[config.mk]
export PLATFORM = sky130hd
export DESIGN_NAME = capture_packer
export DESIGN_NICKNAME = d
export VERILOG_FILES = /design/src/rtl/capture_packer.sv
export SDC_FILE = /design/constraint.sdc
export NUM_CORES = 1
export LEC_CHECK = 0
export CAP_MARGIN = 40
export CORE_MARGIN = 2
export CORE_UTILIZATION = 41
export DETAILED_ROUTE_END_ITERATION = 16
export GPL_TIMING_DRIVEN = 0
export SLEW_MARGIN = 5
export SYNTH_ARGS = -nofsm -noshare
export SYNTH_HDL_FRONTEND = slang
export SYNTH_SLANG_ARGS = --single-unit
[constraint.sdc]
create_clock -name clk -period 2.3 [get_ports clk]
set_clock_uncertainty 0.15 [all_clocks]
set_input_delay 0.46 -clock clk [delete_from_list [all_inputs] [get_ports clk]]
set_output_delay 0.46 -clock clk [all_outputs]
set_load 0.05 [all_outputs]
[src/rtl/capture_packer.sv]
// Packs a qualified serial bit stream into WIDTH-bit words and queues them in a
// small circular FIFO; tracks capture-stage invalid events and FIFO overflow.
module capture_packer #(
  parameter int WIDTH = 8,
  parameter int ABITS = 2,
  parameter int CBITS = 8
) (
  input  logic             clk,
  input  logic             rst,
  input  logic             bit_valid_i,
  input  logic             bit_d_i,
  input  logic             locked_i,
  input  logic             invalid_i,
  output logic             ack_o,
  output logic             out_valid_o,
  output logic [WIDTH-1:0] out_data_o,
  input  logic             out_ready_i,
  output logic             overflow_o,
  input  logic             clear_i,
  output logic [CBITS-1:0] err_count_o,
  output logic [ABITS:0]   level_o
);

  localparam int DEPTH = 1 << ABITS;
  localparam int CW    = $clog2(WIDTH);
  localparam logic [CW-1:0]    LAST    = CW'(WIDTH - 1);
  localparam logic [ABITS:0]   FULL    = (ABITS + 1)'(DEPTH);
  localparam logic [CBITS-1:0] ERR_MAX = '1;

  logic [WIDTH-2:0]  sr_q, sr_d;
  logic [CW-1:0]     bcnt_q, bcnt_d;
  logic              inv_q;
  logic [ABITS-1:0]  wr_ptr_q, wr_ptr_d, rd_ptr_q, rd_ptr_d;
  logic [ABITS:0]    level_q, level_d;
  logic              out_valid_q, out_valid_d;
  logic              overflow_q, overflow_d;
  logic [CBITS-1:0]  err_q, err_d, err_base;
  logic [WIDTH-1:0]  mem [DEPTH];

  logic [WIDTH-1:0]  word;
  logic              inv_rise, abort, take, complete, pop, push_ok, drop;

  assign word     = {sr_q, bit_d_i};
  assign inv_rise = invalid_i && !inv_q;
  assign abort    = !locked_i || inv_rise;
  assign take     = bit_valid_i && !abort;
  assign complete = take && (bcnt_q == LAST);
  assign pop      = out_valid_q && out_ready_i;
  // A pop in the same cycle frees the slot, so a full FIFO can still accept.
  assign push_ok  = complete && ((level_q != FULL) || pop);
  assign drop     = complete && !push_ok;

  always_comb begin
    sr_d   = sr_q;
    bcnt_d = bcnt_q;
    if (abort) begin
      sr_d   = '0;
      bcnt_d = '0;
    end else if (take) begin
      sr_d   = word[WIDTH-2:0];
      bcnt_d = complete ? '0 : bcnt_q + CW'(1);
    end
  end

  always_comb begin
    wr_ptr_d = wr_ptr_q + ABITS'(push_ok);
    rd_ptr_d = rd_ptr_q + ABITS'(pop);
    level_d  = level_q;
    case ({push_ok, pop})
      2'b10:   level_d = level_q + (ABITS + 1)'(1);
      2'b01:   level_d = level_q - (ABITS + 1)'(1);
      default: level_d = level_q;
    endcase
    out_valid_d = (level_d != '0);
  end

  // Set/increment wins over a simultaneous clear.
  always_comb begin
    overflow_d = drop ? 1'b1 : (clear_i ? 1'b0 : overflow_q);
    err_base   = clear_i ? '0 : err_q;
    err_d      = err_base;
    if (inv_rise && (err_base != ERR_MAX)) begin
      err_d = err_base + CBITS'(1);
    end
  end

  always_ff @(posedge clk) begin
    if (rst) begin
      sr_q        <= '0;
      bcnt_q      <= '0;
      inv_q       <= 1'b0;
      wr_ptr_q    <= '0;
      rd_ptr_q    <= '0;
      level_q     <= '0;
      out_valid_q <= 1'b0;
      overflow_q  <= 1'b0;
      err_q       <= '0;
    end else begin
      sr_q        <= sr_d;
      bcnt_q      <= bcnt_d;
      inv_q       <= invalid_i;
      wr_ptr_q    <= wr_ptr_d;
      rd_ptr_q    <= rd_ptr_d;
      level_q     <= level_d;
      out_valid_q <= out_valid_d;
      overflow_q  <= overflow_d;
      err_q       <= err_d;
    end
  end

  always_ff @(posedge clk) begin
    if (push_ok) begin
      mem[wr_ptr_q] <= word;
    end
  end

  assign ack_o       = inv_q;
  assign out_valid_o = out_valid_q;
  assign out_data_o  = mem[rd_ptr_q];
  assign overflow_o  = overflow_q;
  assign err_count_o = err_q;
  assign level_o     = level_q;

endmodule

# After elaboration in Yosys (flattened, before gate mapping)
# Memories as Yosys holds them, arrays and structs flattened. A register that Yosys moved wholly into a read port is not among the register bits.
# Cells that the tools add are included.
[classes]
n_addsub = 6
n_eq_ne = 5
mux = 9
n_reduce_logical = 16
[ops]
columns = ["cell", "count"]
rows = [
  ["8-bit 2-to-1 mux", 2],
  ["8-bit by 1-bit adder with 8-bit output (second input constant)", 1],
  ["8-bit != test (second input constant)", 1],
  ["1-bit logical AND", 7],
  ["3-bit by 1-bit adder with 3-bit output (second input constant)", 2],
  ["3-bit case mux with 2 select lines", 1],
  ["2-bit by 1-bit adder with 2-bit output", 2],
  ["1-bit zero test", 4],
  ["1-bit 2-to-1 mux", 4],
  ["3-bit equality test (second input constant)", 1],
  ["3-bit 2-to-1 mux", 1],
  ["3-bit != test (second input constant)", 1],
  ["3-bit nonzero test", 1],
  ["3-bit by 1-bit subtractor with 3-bit output (second input constant)", 1],
  ["2-bit by 1-bit equality test with 1-bit output (second input constant)", 1],
  ["2-bit equality test (second input constant)", 1],
  ["1-bit logical OR", 2],
  ["2-bit 2-to-1 mux", 1],
  ["2-bit nonzero test", 1],
  ["2-bit OR reduction", 1],
]
[totals]
register_bits = 28
ram_bits = 32
memories = 1
[memory_table]
columns = ["memory", "depth", "word_bits", "rd", "rd_clocked_by_memory_dff", "wr", "line_no", "rtl"]
rows = [
  ["mem", 4, 8, 1, 1, 1, "38", "logic [WIDTH-1:0] mem [DEPTH];"],
]

# Depth between registers and ports, before layout
[logic_depth]
depth_word = 10
mapped_depth = 10

# Worst setup path after synthesis
# Ideal clock, no wire load.
[synth_timing]
path_kind = "register -> register"
start = "reg inv_q, in the netlist ack_o"
end = "reg out_valid_q, in the netlist out_valid_o"
setup_ns = 0.130
arrival_ns = 2.383
required_time_ns = 2.020
path_slack_ns = -0.363
path_stages_with_launch = 11
period_less_slack_ns = 2.663
cell_sequence = "dfxtp_1 -> nand2b_4 -> nand2_1 -> nor2_1 -> clkbuf_1 -> a21oi_1 -> fa_1 -> and3_1 -> mux2i_1 -> xor2_1 -> o22ai_1"
[synth_via]
elab_chain_cells = 10
elab_cells_between_ends = 11
cone_classes = "eq/ne: 2; mux: 1; reduce/logical: 8"
[synth_lines]
columns = ["element", "line_no", "rtl"]
rows = [
  ["start: declaration", "32", "logic inv_q;"],
  ["start signal: assignment", "101", "inv_q <= invalid_i;"],
  ["1-bit zero test *", "44", "assign inv_rise = invalid_i && !inv_q;"],
  ["1-bit logical AND *", "44", ""],
  ["1-bit logical OR *", "45", "assign abort = !locked_i || inv_rise;"],
  ["1-bit zero test *", "46", "assign take = bit_valid_i && !abort;"],
  ["1-bit logical AND *", "46", ""],
  ["1-bit logical AND *", "47", "assign complete = take && (bcnt_q == LAST);"],
  ["1-bit logical AND *", "50", "assign push_ok = complete && ((level_q != FULL) || pop);"],
  ["2-bit by 1-bit equality test with 1-bit output or 2-bit equality test (tied branches)", "69", "case ({push_ok, pop})"],
  ["3-bit case mux with 2 select lines *", "69", ""],
  ["3-bit nonzero test *", "74", "out_valid_d = (level_d != '0);"],
  ["end signal: assignment", "105", "out_valid_q <= out_valid_d;"],
  ["end: declaration", "35", "logic out_valid_q, out_valid_d;"],
]
# Mark *: on every way between the ends. The rest lies on a longest branch, timed or not.
# A chain may end at the register's enable or synchronous reset.

==> results.md <==
- The hold path startpoint is clear_i.
- The first global-routing pass estimated 7.53 mm of wire.
- The critical setup path kind is reg2out.
- The longest clock path from root to sink contains 2 buffers.
- The category of the worst setup path capture point is an output pin.
- The number of cells produced by synthesis is 173.
- The cell taking the most area after synthesis is sky130_fd_sc_hd__edfxtp_1.
- At the pin with the least slew margin, the transition time is 534 ps.
- The number of primary I/O pins is 30.
- The total core area is 5820 um^2.
- TritonCTS created 9 clock buffers.
- The floorplan step defined a die boundary enclosing 6560 um^2.
- The highest clock rate is 0.450 GHz.
- The normalized max-slew margin is 64.3%.
- The die outline width is 81.0 um.
- After detailed routing, the total wire length is 4.69 mm.
- The net count of the finished layout is 233.
- The total routing usage reported by global routing is 15.6%.
- After global routing the overflow that remains totals 0.
- In this run the mean area of a mapped cell was 14.1 um^2.
- The async set or reset register ratio after synthesis is 0%.
- The fraction of final layout cells sized beyond drive strength 1 is 31.3%.
- In the final routed layout, each cell accounts on average for 15.7 um.
- The least setup slack across all paths after layout is 77.9 ps.
- After routing, the total negative slack on setup checks comes to 0 ps.
- The number of antenna diodes in the final layout is 0.
- The detailed-placement wirelength estimate is 3.25 mm.
- The launching instance or port of the critical path is rd_ptr_q[0].
- In this run the number of H-tree levels came out at 3.
- The synthesized netlist occupies a cell area of 2430 um^2.
- The critical path goes through buf_6 > mux4_2 > buf_2.
- The worst reg-to-reg setup slack is 130 ps.
- Ranked by total cell area, the synthesized netlist is headed by sky130_fd_sc_hd__edfxtp_1 40%, sky130_fd_sc_hd__dfxtp_1 23%, sky130_fd_sc_hd__mux4_2 7.4%.
- IR analysis of the VDD net gives a maximum drop of 0.309 mV.
- The post-CTS clock slew at the launch and capture registers of the worst setup and hold paths is 70 ps.
- The startpoint of the worst-slack reg-to-reg timing path is ack_o.
- The final-report setup violation count is 0.
- Ranked by instance count, the synthesized netlist is headed by 32 x sky130_fd_sc_hd__edfxtp_1, 28 x sky130_fd_sc_hd__dfxtp_1, 19 x sky130_fd_sc_hd__nor2_1.
- The detailed-route DRC error count is 0.
- The worst path arrival time is 1610 ps.
- The cell sitting at the root of the clock tree is a sky130_fd_sc_hd__clkbuf_8.
- In this run, synthesis produced a sequential element count of 60.
- The dominant cell by count in the synthesized netlist is sky130_fd_sc_hd__edfxtp_1.
- The standard cell with the maximum stage delay on the critical path is sky130_fd_sc_hd__mux4_2.
- Setup repair after global routing left no endpoint under its margin.
- The worst slack after detailed placement is -707 ps.
- The final count of pins violating max slew is 0.
- The critical path startpoint category is a flop.
- The number of sinks on the clock net is 60.
- Across all layers, the routed design uses 1,526 vias.
- The run finished with clean final reports.
- The initial antenna violation count is 0.
- The number of rows created at floorplan is 28.
- Counting distinct cell types in the post-synthesis netlist gives 39.
- The count of flip-flops with a built-in enable after synthesis is 32.
- During synthesis, Yosys emitted a total of 0 warnings.
- In this run the vertical extent of the chip is 81.0 um.
- The TritonCTS clock tree is built.
- The share of synthesized area in the top cell type comes to 39.5%.
- The portion of the post-synthesis area used by sequential elements is 62.6%.
- The number of inserted filler cells in the final layout is 516.
- The count of final hold-check violations came to 0.
- The first TritonRoute pass finished after 5 iterations.
- For this configuration, the core starts out at a cell density of 41.8%.
- The time the worst path needs with I/O delays and setup is 2220 ps.
- In this run the tool buffered the top-level ports with 29 buffer cells.
- Among all flip-flop cells after synthesis, the most frequent one is sky130_fd_sc_hd__edfxtp_1.
- The worst hold path belongs to the class in2reg.
- Counting every net in the synthesized netlist gives 187.
- The via count of the first global-routing pass was 1,565.
- The finished cells cover 3090 um^2.
- In this run the power density over the cells is 640 nW/um^2.
- The number of buffers inserted by hold repair at cts is 0.
- The largest single stage delay on the critical path is 520 ps.
- The register area is 1530 um^2.
- The clock reaches the later pin of the worst-skew pair after 320 ps.
- The number of violations reported at the end of detailed-routing iteration 0 is 81.
- The largest fanout of any net on the critical path is 8.
- For this design the static power due to leakage is 1.20 nW.
- At the end of routability-driven placement, the weighted congestion stood at 0.803.
- The post-placement cell area is 2830 um^2.
- The total area of multi-input combinational cells is 956 um^2.
- The pin count of the biggest net entering global routing is 12.
- The required time of the worst setup path is 1690 ps.
- The layout overhead on the synthesized area is 27.0%.
- The number of nets still failing antenna checks after routing is 0.
- The ratio of final minimum period to clock period is 96.6%.
- In the routed layout, each cell is associated on average with a via count of 5.10.
- The tool flagged a number of max-cap violations equal to 0.
per-stage QoR:
stage                     std cells  total power, mW  util [%]  hold slack [ps]
after floorplan                 173             1.19         -              295
after global placement          277             1.22      48.6              305
after detailed placement        278             1.22      48.7              347
after CTS                       293             1.98      51.5              354
after global routing            299             2.06      53.1              277
final                           299             1.98      53.1              270
sequential cells by signal, indices dropped and copies added (netlist names):
signal,count
mem,32
err_count_o,8
sr_q,7
bcnt_q,3
level_o,3
rd_ptr_q,2
wr_ptr_q,2
ack_o,1
out_valid_o,1
overflow_o,1
final timing paths:
path,endpoint,cells after the start
hold reg to reg,overflow_o,2
setup / recovery,out_data_o[6],3
setup reg to reg,out_valid_o,10
hold / removal,err_count_o[3],2
power breakdown:
part,leakage [nW],internal (mW),switching (mW)
Sequential,0.554,1.12,0.00557
Combinational,0.569,0.0353,0.0466
Clock,0.0791,0.385,0.380
Total,1.20,1.54,0.432
per-layer routing:
metal | routed length, um | vias up | GRT usage (%)
li1 | - | 743 | -
met1 | 2130 | 741 | 19.7
met2 | 2310 | 34 | 25.5
met3 | 189 | 8 | 3.56
met4 | 63 | 0 | 6.95
met5 | 0 | - | 0
area by class of cell:
type	count	area share, %
multi-input cells	103	31.0
clock inverters	5	0.973
well taps	75	3.04
inverters	5	0.608
repair buffers	36	9.65
flip-flops and latches	60	49.4
clock buffers	11	4.26
plain buffers	4	1.09
what timing repair did:
item | CTS | global route
pin swaps | 2 | 7
setup buffers | 0 | 6
gates resized for setup | 54 | 18
setup endpoints to repair | 47 | 41
cell usage in the layout (no fill, tap or decap), types with 2 or more instances in the layout:
master                            count
sky130_fd_sc_hd__edfxtp_1            32
sky130_fd_sc_hd__dfxtp_1             27
sky130_fd_sc_hd__clkdlybuf4s50_1     16
sky130_fd_sc_hd__nor2_1              15
sky130_fd_sc_hd__nand2_1             10
sky130_fd_sc_hd__clkbuf_8             9
sky130_fd_sc_hd__mux4_2               8
sky130_fd_sc_hd__buf_2                8
sky130_fd_sc_hd__xnor2_1              7
sky130_fd_sc_hd__o221a_2              7
sky130_fd_sc_hd__buf_4                7
sky130_fd_sc_hd__nor3_1               5
sky130_fd_sc_hd__inv_1                4
sky130_fd_sc_hd__ha_1                 4
sky130_fd_sc_hd__nand4_1              3
sky130_fd_sc_hd__and2b_2              3
sky130_fd_sc_hd__nor2_4               3
sky130_fd_sc_hd__clkbuf_1             3
sky130_fd_sc_hd__xor2_1               3
sky130_fd_sc_hd__mux2i_1              3
sky130_fd_sc_hd__nor2b_1              3
sky130_fd_sc_hd__clkinv_2             3
sky130_fd_sc_hd__a21oi_1              2
sky130_fd_sc_hd__clkinvlp_4           2
sky130_fd_sc_hd__dlygate4sd2_1        2
cells by family (layout without fill, tap and decap cells):
logic type                 after synthesis  after routing  share of synthesized area (%)
adders and majority gates                6              6                           3.40
DFF                                     60             60                           62.6
muxes                                   12             12                           9.06
xor gates and xnor gates                10             10                           3.60
buffers and inverters                   10             61                           1.60
AOI/OAI and AO/OA                       18             18                           7.10
and+or+nand+nor                         57             57                           12.7
critical path, delay by kind of cell, from the launching register on:
| family | cells | cell delay, ps |
|---|---|---|
| muxes | 1 | 520 |
| buffers and inverters | 2 | 410 |
| DFF | 1 | 360 |
(Power assumes the default switching activity.)
